`src/rtl/i2s_rx_pkg.sv`:
```
// Shared I2S receiver definitions.
//
// Holds the I2S constants (default word width, nominal slot width, channel
// encoding) and the I2S pin bundle type used by the receiver and its
// synchronizer sub-module.
package i2s_rx_pkg;

  // Default received word width in bits.
  localparam int unsigned I2sDw = 24;

  // Nominal slot width of a 64fs stream; shorter or longer slots are also accepted.
  localparam int unsigned I2sSlotWidth = 32;

  // Word-select encoding: lrclk low carries the left channel.
  typedef enum logic {
    ChLeft  = 1'b0,
    ChRight = 1'b1
  } i2s_ch_e;

  // The three I2S pins as seen by the receiver.
  typedef struct packed {
    logic sclk;
    logic lrclk;
    logic sdi;
  } i2s_bus_t;

  // A left word starts when the channel owning the current bit switches to left.
  function automatic logic is_left_start(input i2s_ch_e cur, input i2s_ch_e prev);
    return (cur == ChLeft) && (prev == ChRight);
  endfunction

  // A right word starts when the channel owning the current bit switches to right.
  function automatic logic is_right_start(input i2s_ch_e cur, input i2s_ch_e prev);
    return (cur == ChRight) && (prev == ChLeft);
  endfunction

endpackage

```
`src/rtl/i2s_sync_edge.sv`:
```
// Multi-flop synchronizer with rising-edge detector.
//
// Ports:
//   clk  - module clock
//   rst  - asynchronous active-low reset, clears the chain and the edge history
//   d    - asynchronous input
//   q    - synchronized copy of d (SYNC clk cycles of latency)
//   rise - one-cycle pulse when q goes 0 -> 1
module i2s_sync_edge #(
  parameter int unsigned SYNC = 2
) (
  input  logic clk,
  input  logic rst,
  input  logic d,
  output logic q,
  output logic rise
);

  logic [SYNC-1:0] sync_q;
  logic [SYNC-1:0] sync_d;
  logic            prev_q;

  // Shift chain: stage 0 takes the raw input, the last stage is the output.
  always_comb begin
    sync_d    = sync_q;
    sync_d[0] = d;
    for (int i = 1; i < int'(SYNC); i++) begin
      sync_d[i] = sync_q[i-1];
    end
  end

  always_ff @(posedge clk or negedge rst) begin
    if (!rst) begin
      sync_q <= '0;
      prev_q <= 1'b0;
    end else begin
      sync_q <= sync_d;
      prev_q <= sync_q[SYNC-1];
    end
  end

  assign q    = sync_q[SYNC-1];
  assign rise = sync_q[SYNC-1] & ~prev_q;

endmodule

```
`src/rtl/i2s_rx.sv`:
```
// I2S slave receiver producing {left, right} sample pairs for a FIFO.
//
// Ports:
//   clk      - module clock, the only clock
//   rst      - asynchronous active-low reset
//   sclk     - I2S bit clock (asynchronous, at most clk/4)
//   lrclk    - word select, 0 = left, 1 = right
//   sdi      - serial data, MSB first, one bit after the lrclk change
//   ldata    - left sample of the last written pair
//   rdata    - right sample of the last written pair
//   wr_en    - one-cycle FIFO write strobe for {ldata, rdata}
//   full     - FIFO full; a pair completing while full is dropped
//   overflow - sticky, set when a pair was dropped, cleared by reset only
module i2s_rx
  import i2s_rx_pkg::*;
#(
  parameter int unsigned DW   = I2sDw,
  parameter int unsigned SYNC = 2
) (
  input  logic          clk,
  input  logic          rst,
  input  logic          sclk,
  input  logic          lrclk,
  input  logic          sdi,
  output logic [DW-1:0] ldata,
  output logic [DW-1:0] rdata,
  output logic          wr_en,
  input  logic          full,
  output logic          overflow
);

  localparam int unsigned CntW = $clog2(DW + 1);

  // Synchronized pins.
  i2s_bus_t bus_s;
  logic     sclk_rise;
  logic     lrclk_rise;
  logic     sdi_rise;

  i2s_sync_edge #(
    .SYNC (SYNC)
  ) u_sync_sclk (
    .clk  (clk),
    .rst  (rst),
    .d    (sclk),
    .q    (bus_s.sclk),
    .rise (sclk_rise)
  );

  i2s_sync_edge #(
    .SYNC (SYNC)
  ) u_sync_lrclk (
    .clk  (clk),
    .rst  (rst),
    .d    (lrclk),
    .q    (bus_s.lrclk),
    .rise (lrclk_rise)
  );

  i2s_sync_edge #(
    .SYNC (SYNC)
  ) u_sync_sdi (
    .clk  (clk),
    .rst  (rst),
    .d    (sdi),
    .q    (bus_s.sdi),
    .rise (sdi_rise)
  );

  // Only the sclk edge and the lrclk/sdi levels are needed.
  logic unused_sync;
  assign unused_sync = ^{bus_s.sclk, lrclk_rise, sdi_rise};

  // ws_p: lrclk at the previous rise, i.e. the channel owning the current bit.
  // ch:   ws_p as it was at the previous rise, i.e. the channel of the previous bit.
  i2s_ch_e         ws_p_q, ws_p_d;
  i2s_ch_e         ch_q, ch_d;
  // Counts the first two rises after reset; until then ws_p/ch are reset
  // values rather than sampled ones, so no word boundary is trusted.
  logic [1:0]      prime_q, prime_d;
  logic [CntW-1:0] cnt_q, cnt_d;
  logic [DW-1:0]   sr_q, sr_d;
  logic [DW-1:0]   lhold_q, lhold_d;
  // locked: a start-of-left boundary has been seen since reset.
  // lvalid: lhold holds a complete left word awaiting its right partner.
  logic            locked_q, locked_d;
  logic            lvalid_q, lvalid_d;
  logic [DW-1:0]   ldata_q, ldata_d;
  logic [DW-1:0]   rdata_q, rdata_d;
  logic            wr_en_q, wr_en_d;
  logic            ovf_q, ovf_d;

  logic            primed;
  logic            left_start;
  logic            right_start;

  assign primed      = (prime_q == 2'd2);
  assign left_start  = primed && is_left_start(ws_p_q, ch_q);
  assign right_start = primed && is_right_start(ws_p_q, ch_q);

  always_comb begin
    ws_p_d   = ws_p_q;
    ch_d     = ch_q;
    prime_d  = prime_q;
    cnt_d    = cnt_q;
    sr_d     = sr_q;
    lhold_d  = lhold_q;
    locked_d = locked_q;
    lvalid_d = lvalid_q;
    ldata_d  = ldata_q;
    rdata_d  = rdata_q;
    wr_en_d  = 1'b0;
    ovf_d    = ovf_q;

    if (sclk_rise) begin
      ws_p_d = i2s_ch_e'(bus_s.lrclk);
      ch_d   = ws_p_q;
      if (!primed) begin
        prime_d = prime_q + 2'd1;
      end

      if (left_start || right_start) begin
        // This bit is the MSB of a new word; the LSBs start out zero so a
        // short slot ends up left-justified.
        cnt_d        = CntW'(1);
        sr_d         = '0;
        sr_d[DW-1]   = bus_s.sdi;

        if (left_start) begin
          // The right slot just finished: emit the pair if it is complete.
          locked_d = 1'b1;
          if (locked_q && lvalid_q) begin
            lvalid_d = 1'b0;
            if (full) begin
              ovf_d = 1'b1;
            end else begin
              ldata_d = lhold_q;
              rdata_d = sr_q;
              wr_en_d = 1'b1;
            end
          end
        end else if (locked_q) begin
          // The left slot just finished and started after lock, so it is whole.
          lhold_d  = sr_q;
          lvalid_d = 1'b1;
        end
      end else if (cnt_q < CntW'(DW)) begin
        // Place the bit at its MSB-first position; bits past DW are dropped.
        for (int unsigned i = 0; i < DW; i++) begin
          if (cnt_q == CntW'(DW - 1 - i)) begin
            sr_d[i] = bus_s.sdi;
          end
        end
        cnt_d = cnt_q + CntW'(1);
      end
    end
  end

  always_ff @(posedge clk or negedge rst) begin
    if (!rst) begin
      ws_p_q   <= ChRight;
      ch_q     <= ChRight;
      prime_q  <= '0;
      cnt_q    <= '0;
      sr_q     <= '0;
      lhold_q  <= '0;
      locked_q <= 1'b0;
      lvalid_q <= 1'b0;
      ldata_q  <= '0;
      rdata_q  <= '0;
      wr_en_q  <= 1'b0;
      ovf_q    <= 1'b0;
    end else begin
      ws_p_q   <= ws_p_d;
      ch_q     <= ch_d;
      prime_q  <= prime_d;
      cnt_q    <= cnt_d;
      sr_q     <= sr_d;
      lhold_q  <= lhold_d;
      locked_q <= locked_d;
      lvalid_q <= lvalid_d;
      ldata_q  <= ldata_d;
      rdata_q  <= rdata_d;
      wr_en_q  <= wr_en_d;
      ovf_q    <= ovf_d;
    end
  end

  assign ldata    = ldata_q;
  assign rdata    = rdata_q;
  assign wr_en    = wr_en_q;
  assign overflow = ovf_q;

endmodule

```
`config.mk`:
```
export PLATFORM = sky130hd
export DESIGN_NAME = i2s_rx
export DESIGN_NICKNAME = d
export VERILOG_FILES = /design/src/rtl/i2s_rx_pkg.sv /design/src/rtl/i2s_sync_edge.sv /design/src/rtl/i2s_rx.sv
export SDC_FILE = /design/constraint.sdc
export NUM_CORES = 1
export LEC_CHECK = 0
export BUFFER_PORTS_ARGS = -buffer_cell sky130_fd_sc_hd__buf_2
export CORE_MARGIN = 4
export CORE_UTILIZATION = 58
export DETAILED_ROUTE_END_ITERATION = 16
export GPL_TIMING_DRIVEN = 0
export HOLD_SLACK_MARGIN = 0.15
export PLACE_DENSITY = 0.78
export SLEW_MARGIN = 10
export SYNTH_ARGS = -nofsm -noshare
export SYNTH_HDL_FRONTEND = slang
export SYNTH_SLANG_ARGS = --single-unit
```
`constraint.sdc`:
```
create_clock -name clk -period 2.2 [get_ports clk]
set_clock_uncertainty 0.05 [all_clocks]
set_input_delay 0.22 -clock clk [delete_from_list [all_inputs] [get_ports clk]]
set_output_delay 0.22 -clock clk [all_outputs]
set_load 0.02 [all_outputs]
```
==> results of run 1 <==
cell families after synthesis:
| group | count (synthesis) | synth area share [%] |
|---|---|---|
| xor+xnor | 2 | 0.366 |
| flops | 116 | 60.6 |
| compound gates | 42 | 5.12 |
| fa+ha+maj | 7 | 1.83 |
| mux | 96 | 22.0 |
| simple gates | 57 | 7.13 |
| buf+inv | 29 | 2.98 |
what timing repair did:
action / in CTS / in global routing
endpoints found under the setup margin: 13 / 55
endpoints found under the hold margin: 119 / 0
gates resized for setup: 0 / 3
pin swaps: 1 / 1
hold buffers: 5 / 0
setup buffers: 0 / 8
worst paths after layout:
path / slack, ns / to / from
max: 0.08 / lhold_q[13]$_DFFE_PN0P_ / prime_q[0]$_DFFE_PN0P_
min: 0.18 / ldata[17]$_DFFE_PN0P_ / rst
max reg2reg: 0.08 / lhold_q[13]$_DFFE_PN0P_ / prime_q[0]$_DFFE_PN0P_
min reg2reg: 0.30 / u_sync_sclk.sync_q[1]$_DFF_PN0_ / u_sync_sclk.sync_q[0]$_DFF_PN0_
max in group asynchronous: 1.21 / ws_p_q$_DFFE_PN1P_ / rst
min in group clk: 0.30 / u_sync_sclk.sync_q[1]$_DFF_PN0_ / u_sync_sclk.sync_q[0]$_DFF_PN0_
cell type report:
class / count / area (um2) / share of cell area [%]
Sequential cell: 116 / 2910 / 48.8
Multi-Input combinational cell: 204 / 1760 / 29.6
Clock buffer: 24 / 500 / 8.41
Timing Repair Buffer: 69 / 419 / 7.04
Tap cell: 102 / 128 / 2.14
Buffer: 21 / 113 / 1.89
Clock inverter: 8 / 96.3 / 1.62
Inverter: 8 / 30.0 / 0.505
registers in the layout (all words and copies together) (netlist names):
signal               cells
ldata                   24
lhold_q                 24
u_sync_sdi.sync_q        2
ch_q                     1
u_sync_sclk.prev_q       1
u_sync_sclk.sync_q       2
sr_q                    24
prime_q                  2
locked_q                 1
overflow                 1
cnt_q                    5
u_sync_lrclk.sync_q      2
wr_en                    1
lvalid_q                 1
ws_p_q                   1
rdata                   24
per-stage QoR:
step,setup WS (ns),hold slack [ns]
final,0.0826,0.181
after global routing,-0.0153,0.223
after CTS,0.00331,0.185
after detailed placement,-0.0150,0.154
after global placement,-0.430,0.280
after floorplan,0.289,-0.126
worst max-delay path: cells and delay by family, from the launching register on:
| family | cells | cell delay (ns) |
|---|---|---|
| flops | 1 | 0.36 |
| simple gates | 2 | 0.52 |
| buf+inv | 2 | 0.45 |
| fa+ha+maj | 1 | 0.25 |
| mux | 1 | 0.36 |
where the power goes:
group | leakage [nW] | switching, mW | total (mW) | internal [mW]
clock | 0.297 | 0.921 | 2.71 | 1.78
sequential | 1.58 | 0.199 | 2.57 | 2.37
combinational | 1.33 | 0.547 | 0.854 | 0.307
total | 3.20 | 1.67 | 6.13 | 4.46
Yosys cell counts (all sizes together):
library cell	instances	share of area, %
dfrtp	114	60
mux2	73	17
o21ai	30	3.1
mux2i	23	4.8
nand2	20	1.6
nand3	15	1.6
clkbuf	13	1.0
buf	8	1.3
inv	8	0.63
ha	7	1.8
nand2b	3	0.39
nor2b	3	0.39
nor4bb	3	0.63
o31ai	3	0.47
a21boi	2	0.31
dfstp	2	1.1
nor2	2	0.16
nor3	2	0.44
nor4	2	0.57
o211ai	2	0.31
xnor2	2	0.37
a21o	1	0.16
a2bb2oi	1	0.18
and2	1	0.13
and3	1	0.13
and3b	1	0.18
and4bb	1	0.26
nand3b	1	0.42
o2111ai	1	0.18
o221ai	1	0.18
o32ai	1	0.18
or2	1	0.13
or4	1	0.16
metal layers:
layer | wire, um | vias to the layer above | share of wire [%]
li1 | - | 1412 | -
met1 | 4190 | 1550 | 43
met2 | 4940 | 89 | 50
met3 | 481 | 18 | 4.9
met4 | 204 | 0 | 2.1
met5 | 0 | - | 0
==> flow_summary.json, run 1 <==
{
  "outcome": "completed",
  "r2r_cells": 6,
  "grt_pass1_wl_mm": 17.0,
  "synth_nets": 362,
  "grt_util_met2_pct": 35.7,
  "met3_usage_pct": 4.74,
  "syn_area_um2": 4790,
  "power_density_nw_per_um2": 1030,
  "yosys_warnings": 0,
  "mostFrequentLayoutCells": "dfrtp_1, buf_2, mux2_2, o21ai_0, mux2i_1",
  "start_util_pct": 60.8,
  "grtUsageTotal_pct": 22.2,
  "required_ns": 2.54,
  "routed-via-count": 3069,
  "setup_viol": 0,
  "nFillCells": 517,
  "drt_iter0_markers": 125,
  "placed_area_um2": 5230,
  "crit_arrival_ns": 2.46,
  "final_core_util_pct": 75.4,
  "met1_usage_pct": 29.2,
  "ir_drop_mv": 0.633,
  "areaGrowthSynthToFinish_pct": 24.2,
  "grt_pass1_vias": 3337,
  "fmax_mhz": 472,
  "antenna_found_initial": 0,
  "drt-total-wl_mm": 9.81,
  "cp-end-kind": "flop",
  "dr.pass1.iters": 4,
  "finalCriticalPeriod_ns": 2.12,
  "critPathMaxFanout": 10,
  "hold_viol": 0,
  "ys_seq_elements": 116,
  "via_per_inst": 5.56,
  "worstPathCellList": "inv_1, ha_2, nand3b_4, nor3_4, buf_2, mux2_2",
  "worst-setup-path-type": "flop to flop",
  "gp_congestion": 0.812,
  "netlist_instances": 349,
  "die_w_um": 98.9,
  "grt_max_degree": 65,
  "drc_errors": 0,
  "startpoint_type": "flop",
  "clockRootBuffer": "clkbuf_8",
  "cts_buffers": 17,
  "cts_max_level": 4,
  "crit_slowest_cell": "nor3_4",
  "dp.cells": 507,
  "num_antenna_cells": 0,
  "yosysSeqAreaShare_pct": 60.6,
  "final_common_cell": "dfrtp_1",
  "setup_tns_ns": 0,
  "syn_avg_cell_area_um2": 13.7,
  "max_stage_delay_ns": 0.39,
  "clockBufferDepth": 2,
  "slew_violations": 0,
  "drive_above_1_share_pct": 36.9,
  "wl_per_cell_um": 17.8,
  "rows": 32,
  "finalNetCount": 450,
  "dp_hpwl_mm": 6.24,
  "cts_tree": "yes",
  "clock_latency_ns": 0.51,
  "final_antenna_net_count": 0,
  "hold_class": "input port to async pin",
  "post-route-period-util_pct": 96.2,
  "cts.sinks": 116,
  "busiest_layer": "met2",
  "worstMarginPinSlew_ns": 0.719,
  "finalPower_mw": 6.13,
  "p_leak_nw": 3.20,
  "ios": 56,
  "design.die.area_um2": 9780,
  "clk_pin_slew_ns": 0.05,
  "fin_area_um2": 5950,
  "globalRouteOverflowTotal": 0,
  "fin_cells": 552,
  "io_buffers": 55,
  "slew-limit-headroom_pct": 51.4,
  "die_h_um": 98.9,
  "max_cap_viol_count": 0,
  "core_um2": 7890,
  "synth_cell_type_count": 40
}
Note: power is estimated with default switching activity, not from simulation.
==> inputs of run 2 (changes only) <==
--- a/config.mk
+++ b/config.mk
@@ -7,11 +7,11 @@
 export LEC_CHECK = 0
 export BUFFER_PORTS_ARGS = -buffer_cell sky130_fd_sc_hd__buf_2
 export CORE_MARGIN = 4
-export CORE_UTILIZATION = 58
+export CORE_UTILIZATION = 50
 export DETAILED_ROUTE_END_ITERATION = 16
 export GPL_TIMING_DRIVEN = 0
 export HOLD_SLACK_MARGIN = 0.15
-export PLACE_DENSITY = 0.78
+export PLACE_DENSITY = 0.69
 export SLEW_MARGIN = 10
 export SYNTH_ARGS = -nofsm -noshare
 export SYNTH_HDL_FRONTEND = slang
==> run 2 against run 1 <==
Critical path depth is 2 lower. Power is 3.0% lower. Worst hold slack better by 0.011 ns. First-iteration DRC count is 4.8% lower. Die area is 15% higher. Final cell count is 4.3% higher. Fmax is 0.11% lower. Worst setup slack worse by 0.0024 ns. Count of clock-buffer cells in the layout is 1 lower. Sequential share of layout area is 0.20 points higher. Design area is 0.40% lower.
==> flow_summary.json, run 2 (same netlist as run 1, synthesis figures left out) <==
{
  "ios": 56,
  "fmax_mhz": 472,
  "power.share.sequential_pct": 43.1,
  "rows": 35,
  "slew-limit-headroom_pct": 31.4,
  "power.internal_mw": 4.31,
  "via_per_inst": 5.22,
  "power_density_nw_per_um2": 1000,
  "fin_area_um2": 5930,
  "core_um2": 9280,
  "outcome": "completed",
  "cts_max_level": 4,
  "post-route-period-util_pct": 96.4,
  "final_antenna_net_count": 0,
  "clock_power_share_pct": 42.7,
  "clock_latency_ns": 0.50,
  "gp_congestion": 0.837,
  "finalCriticalPeriod_ns": 2.12,
  "start_util_pct": 51.6,
  "comb_power_share_pct": 14.2,
  "grt_max_degree": 65,
  "die_h_um": 106,
  "clockBufferDepth": 2,
  "r2r_slack_ns": 0.08,
  "worstPathCellList": "ha_1, nor4bb_1, nand2_1, mux2i_1",
  "finalNetCount": 447,
  "final_common_cell": "dfrtp_1",
  "wl_per_cell_um": 16.4,
  "grt_pass1_vias": 3175,
  "max_stage_delay_ns": 0.89,
  "io_buffers": 55,
  "areaGrowthSynthToFinish_pct": 23.7,
  "mostFrequentLayoutCells": "dfrtp_1, buf_2, mux2_2, o21ai_0, mux2i_1",
  "cp-end-kind": "flop",
  "nFillCells": 736,
  "crit_buf_inv": 0,
  "antenna_found_initial": 0,
  "cts.sinks": 116,
  "clk_pin_slew_ns": 0.06,
  "switching_share_pct": 27.4,
  "drc_errors": 0,
  "crit_arrival_ns": 2.43,
  "p_leak_nw": 3.15,
  "design.die.area_um2": 11200,
  "hold_viol": 0,
  "die_w_um": 106,
  "startpoint_type": "flop",
  "cts_tree": "yes",
  "grtUsageTotal_pct": 18.2,
  "setup_slack_ns": 0.0802,
  "required_ns": 2.51,
  "worst-setup-path-type": "flop to flop",
  "drt-total-wl_mm": 9.43,
  "grt_pass1_wl_mm": 15.9,
  "globalRouteOverflowTotal": 0,
  "routed-via-count": 3007,
  "p_sw_mw": 1.63,
  "final_core_util_pct": 63.8,
  "crit_slowest_cell": "nor4bb_1",
  "worstMarginPinSlew_ns": 1.02,
  "slew_violations": 0,
  "timing.critical_path.max_delay_family": "simple AND/OR/NAND/NOR gates",
  "max_cap_viol_count": 0,
  "setup_viol": 0,
  "drive_above_1_share_pct": 35.6,
  "ir_drop_mv": 0.656,
  "num_antenna_cells": 0,
  "dp_hpwl_mm": 6.24,
  "hold_class": "input port to async pin",
  "critPathMaxFanout": 6,
  "placed_area_um2": 5260,
  "rsz0062_at_grt": "no",
  "dr.pass1.iters": 4,
  "drt_iter0_markers": 119,
  "clockRootBuffer": "clkbuf_8",
  "setup_tns_ns": 0,
  "cts_buffers": 17,
  "dp_worst_setup_slack_ns": -0.00847
}
==> run 2: cell count changes in the layout (fill, tap and decap cells not counted), sizes merged <==
cell and change:
clkinvlp +3, clkbuf -1, buf -3, clkinv -2
==> run 2: path summary, 6_finish.rpt <==
| kind | depth (start not counted) | start | to |
|---|---|---|---|
| max in group asynchronous | 3 | rst | ch_q$_DFFE_PN1P_ |
| hold / removal | 2 | rst | ldata[9]$_DFFE_PN0P_ |
| setup reg to reg | 4 | cnt_q[0]$_DFFE_PN0P_ | sr_q[12]$_DFFE_PN0P_ |
| hold reg to reg | 0 | u_sync_lrclk.sync_q[0]$_DFF_PN0_ | u_sync_lrclk.sync_q[1]$_DFF_PN0_ |
| min in group clk | 0 | u_sync_lrclk.sync_q[0]$_DFF_PN0_ | u_sync_lrclk.sync_q[1]$_DFF_PN0_ |
| setup / recovery | 4 | cnt_q[0]$_DFFE_PN0P_ | sr_q[12]$_DFFE_PN0P_ |
==> run 2: cell type report <==
cell class | count | area (um2) | share of cell area [%]
clock inverter | 9 | 105 | 1.77
inverter | 8 | 30.0 | 0.507
multi-input combinational | 204 | 1770 | 29.9
sequential | 116 | 2910 | 49.0
tap | 129 | 161 | 2.72
buffer | 21 | 113 | 1.90
timing repair buffer | 66 | 397 | 6.69
clock buffer | 23 | 447 | 7.54
==> run 2: what timing repair did <==
action | in CTS | in global routing
endpoints found under the setup margin | 14 | 44
pin swaps | 1 | 1
hold buffers | 5 | 0
resized for setup | 1 | 3
buffers inserted | 0 | 5
endpoints found under the hold margin | 119 | 0
==> run 2: worst reg2reg max path, cell delays in order, from the launching register on <==
cell and delay [ns]:
dfrtp_1 0.45, ha_1 0.24, nor4bb_1 0.89, nand2_1 0.19, mux2i_1 0.17
==> run 2: routing by layer <==
layer  up-vias  global-route usage (%)  routed length, um
met5         -                       0                  0
met3        13                    5.16                386
met4         0                    6.29                141
met2        61                    29.3               4490
met1      1517                    23.9               4410
li1       1416                       -                  -
==> run 2: power by group through the flow <==
stage | Sequential, mW | Clock [mW] | Combinational, mW
2_1_floorplan | 2.52 | 0 | 0.576
3_3_place_gp | 2.58 | 0 | 0.767
3_5_place_dp | 2.59 | 0 | 0.801
4_1_cts | 2.55 | 2.58 | 0.824
5_1_grt | 2.60 | 2.69 | 0.958
6_report | 2.56 | 2.54 | 0.842
==> run 2: per-stage QoR <==
stage | power (mW) | hold WS [ns] | instances
after detailed placement | 3.39 | 0.156 | 534
after global routing | 6.24 | 0.215 | 576
after floorplan | 3.10 | -0.126 | 349
after CTS | 5.96 | 0.191 | 571
after global placement | 3.34 | 0.280 | 533
final | 5.94 | 0.191 | 576
==> inputs of run 3 (changes only) <==
--- a/config.mk
+++ b/config.mk
@@ -8,10 +8,12 @@
 export BUFFER_PORTS_ARGS = -buffer_cell sky130_fd_sc_hd__buf_2
 export CORE_MARGIN = 4
 export CORE_UTILIZATION = 50
+export CTS_BUF_LIST = sky130_fd_sc_hd__clkbuf_8 sky130_fd_sc_hd__clkbuf_16
 export DETAILED_ROUTE_END_ITERATION = 16
 export GPL_TIMING_DRIVEN = 0
 export HOLD_SLACK_MARGIN = 0.15
 export PLACE_DENSITY = 0.69
+export RECOVER_POWER = 25
 export SLEW_MARGIN = 10
 export SYNTH_ARGS = -nofsm -noshare
 export SYNTH_HDL_FRONTEND = slang
==> run 3 against run 2 <==
Global-route usage stayed put. Count of clock-buffer cells in the layout fell by 5. Register-to-register slack about the same. Sequential cell count stayed put. Power shrank 0.42%. Combinational power fell by 0.6%. Largest power group unchanged.
==> flow_summary.json, run 3 (same netlist as run 1, synthesis figures left out) <==
{
  "globalRouteOverflowTotal": 0,
  "drt-total-wl_mm": 9.42,
  "p_leak_nw": 3.16,
  "dp.cells": 534,
  "die_w_um": 106,
  "hold_class": "flop to flop",
  "start_util_pct": 51.6,
  "ir_drop_mv": 0.656,
  "drc_errors": 0,
  "worst-setup-path-type": "flop to flop",
  "max_stage_delay_ns": 0.89,
  "fin_cells": 576,
  "clk_pin_slew_ns": 0.05,
  "die_h_um": 106,
  "routed-via-count": 3017,
  "drt_iter0_markers": 119,
  "slew_violations": 0,
  "slew-limit-headroom_pct": 13.4,
  "gp_congestion": 0.837,
  "crit_slowest_cell": "nor4bb_1",
  "antenna_found_initial": 0,
  "final_common_cell": "dfrtp_1",
  "finalCriticalPeriod_ns": 2.12,
  "grt_pass1_vias": 3175,
  "mostFrequentLayoutCells": "dfrtp_1, buf_2, mux2_2, o21ai_0, mux2i_1",
  "cts.sinks": 116,
  "worstPathCellList": "ha_1, nor4bb_1, nand2_1, mux2i_1",
  "ios": 56,
  "critPathMaxFanout": 6,
  "placed_area_um2": 5260,
  "cp-end-kind": "flop",
  "clockRootBuffer": "clkbuf_8",
  "design.die.area_um2": 11200,
  "clock_latency_ns": 0.50,
  "post-route-period-util_pct": 96.3,
  "final_antenna_net_count": 0,
  "wl_per_cell_um": 16.3,
  "required_ns": 2.51,
  "cts_tree": "yes",
  "worstMarginPinSlew_ns": 1.30,
  "grt_pass1_wl_mm": 15.9,
  "outcome": "completed",
  "rows": 35,
  "num_antenna_cells": 0,
  "crit_arrival_ns": 2.43,
  "clockBufferDepth": 2,
  "fin_area_um2": 5900,
  "timing.critical_path.max_delay_family": "simple AND/OR/NAND/NOR gates",
  "final-seq-area_um2": 2910,
  "power_density_nw_per_um2": 1000,
  "rsz0062_at_grt": "no",
  "cts_max_level": 4,
  "startpoint_type": "flop",
  "setup_viol": 0,
  "fmax_mhz": 472,
  "drive_above_1_share_pct": 35.6,
  "finalNetCount": 447,
  "max_cap_viol_count": 0,
  "dr.pass1.iters": 4,
  "hold_viol": 0,
  "grtUsageTotal_pct": 18.2,
  "areaGrowthSynthToFinish_pct": 23.2,
  "grt_max_degree": 65,
  "nFillCells": 737,
  "core_um2": 9280,
  "io_buffers": 55,
  "crit_buf_inv": 0,
  "cts_buffers": 17,
  "via_per_inst": 5.24,
  "multiInputGateArea_um2": 1770,
  "dp_hpwl_mm": 6.24
}
## run 3: cell types whose count changed in the layout (fill, tap and decap cells not counted)
| cell | before | now |
|---|---|---|
| buf_16 | 1 | 0 |
| inv_1 | 8 | 13 |
| clkbuf_1 | 18 | 13 |
| clkbuf_2 | 0 | 1 |
## run 3: layout make-up
class	count	area share [%]
sequential	116	49.2
multi-input combinational	204	30.0
buffer	21	1.91
timing repair buffer	66	6.34
clock buffer	18	7.25
tap	129	2.73
inverter	8	0.509
clock inverter	14	2.10
## run 3: worst paths after layout
| kind | start | to | slack [ns] | cells after the start |
|---|---|---|---|---|
| worst max-delay path | cnt_q[0]$_DFFE_PN0P_ | sr_q[12]$_DFFE_PN0P_ | 0.08 | 4 |
| max in group asynchronous | rst | u_sync_sclk.prev_q$_DFF_PN0_ | 0.43 | 3 |
| worst min-delay path | u_sync_lrclk.sync_q[0]$_DFF_PN0_ | u_sync_lrclk.sync_q[1]$_DFF_PN0_ | 0.30 | 0 |
| worst min register to register | u_sync_lrclk.sync_q[0]$_DFF_PN0_ | u_sync_lrclk.sync_q[1]$_DFF_PN0_ | 0.30 | 0 |
| min in group asynchronous | rst | ldata[9]$_DFFE_PN0P_ | 0.50 | 2 |
| worst max register to register | cnt_q[0]$_DFFE_PN0P_ | sr_q[12]$_DFFE_PN0P_ | 0.08 | 4 |
## run 3: per-stage QoR
stage | TNS (ns) | util, % | worst slack, ns | hold WS, ns | power [mW]
after floorplan | 0 | - | 0.289 | -0.126 | 3.10
after global placement | -54.95 | 56.3 | -0.487 | 0.280 | 3.34
after detailed placement | -0.0180 | 56.7 | -0.00847 | 0.156 | 3.39
after CTS | 0 | 63.2 | 0.0309 | 0.190 | 5.94
after global routing | 0 | 63.6 | 0.0114 | 0.310 | 6.22
final | 0 | 63.6 | 0.0819 | 0.296 | 5.92
## run 3: timing repair
action                                 in CTS  in global routing
setup endpoints to repair                  14                 44
pin swaps                                   1                  1
buffers inserted                            0                  5
gates resized for setup                     1                  3
hold buffers                                5                  0
endpoints found under the hold margin     119                  0
## run 3: layer usage
metal	GRT usage (%)	wire, um	up-vias
li1	-	-	1416
met1	23.9	4450	1531
met2	29.3	4470	57
met3	5.16	347	13
met4	6.29	141	0
met5	0	0	-
## run 3: power by group
part           internal [mW]  total (mW)  leakage, nW  switching [mW]
combinational          0.310       0.837         1.30           0.527
sequential              2.37        2.56         1.58           0.192
clock                   1.61        2.52        0.279           0.910
total                   4.29        5.92         3.16            1.63
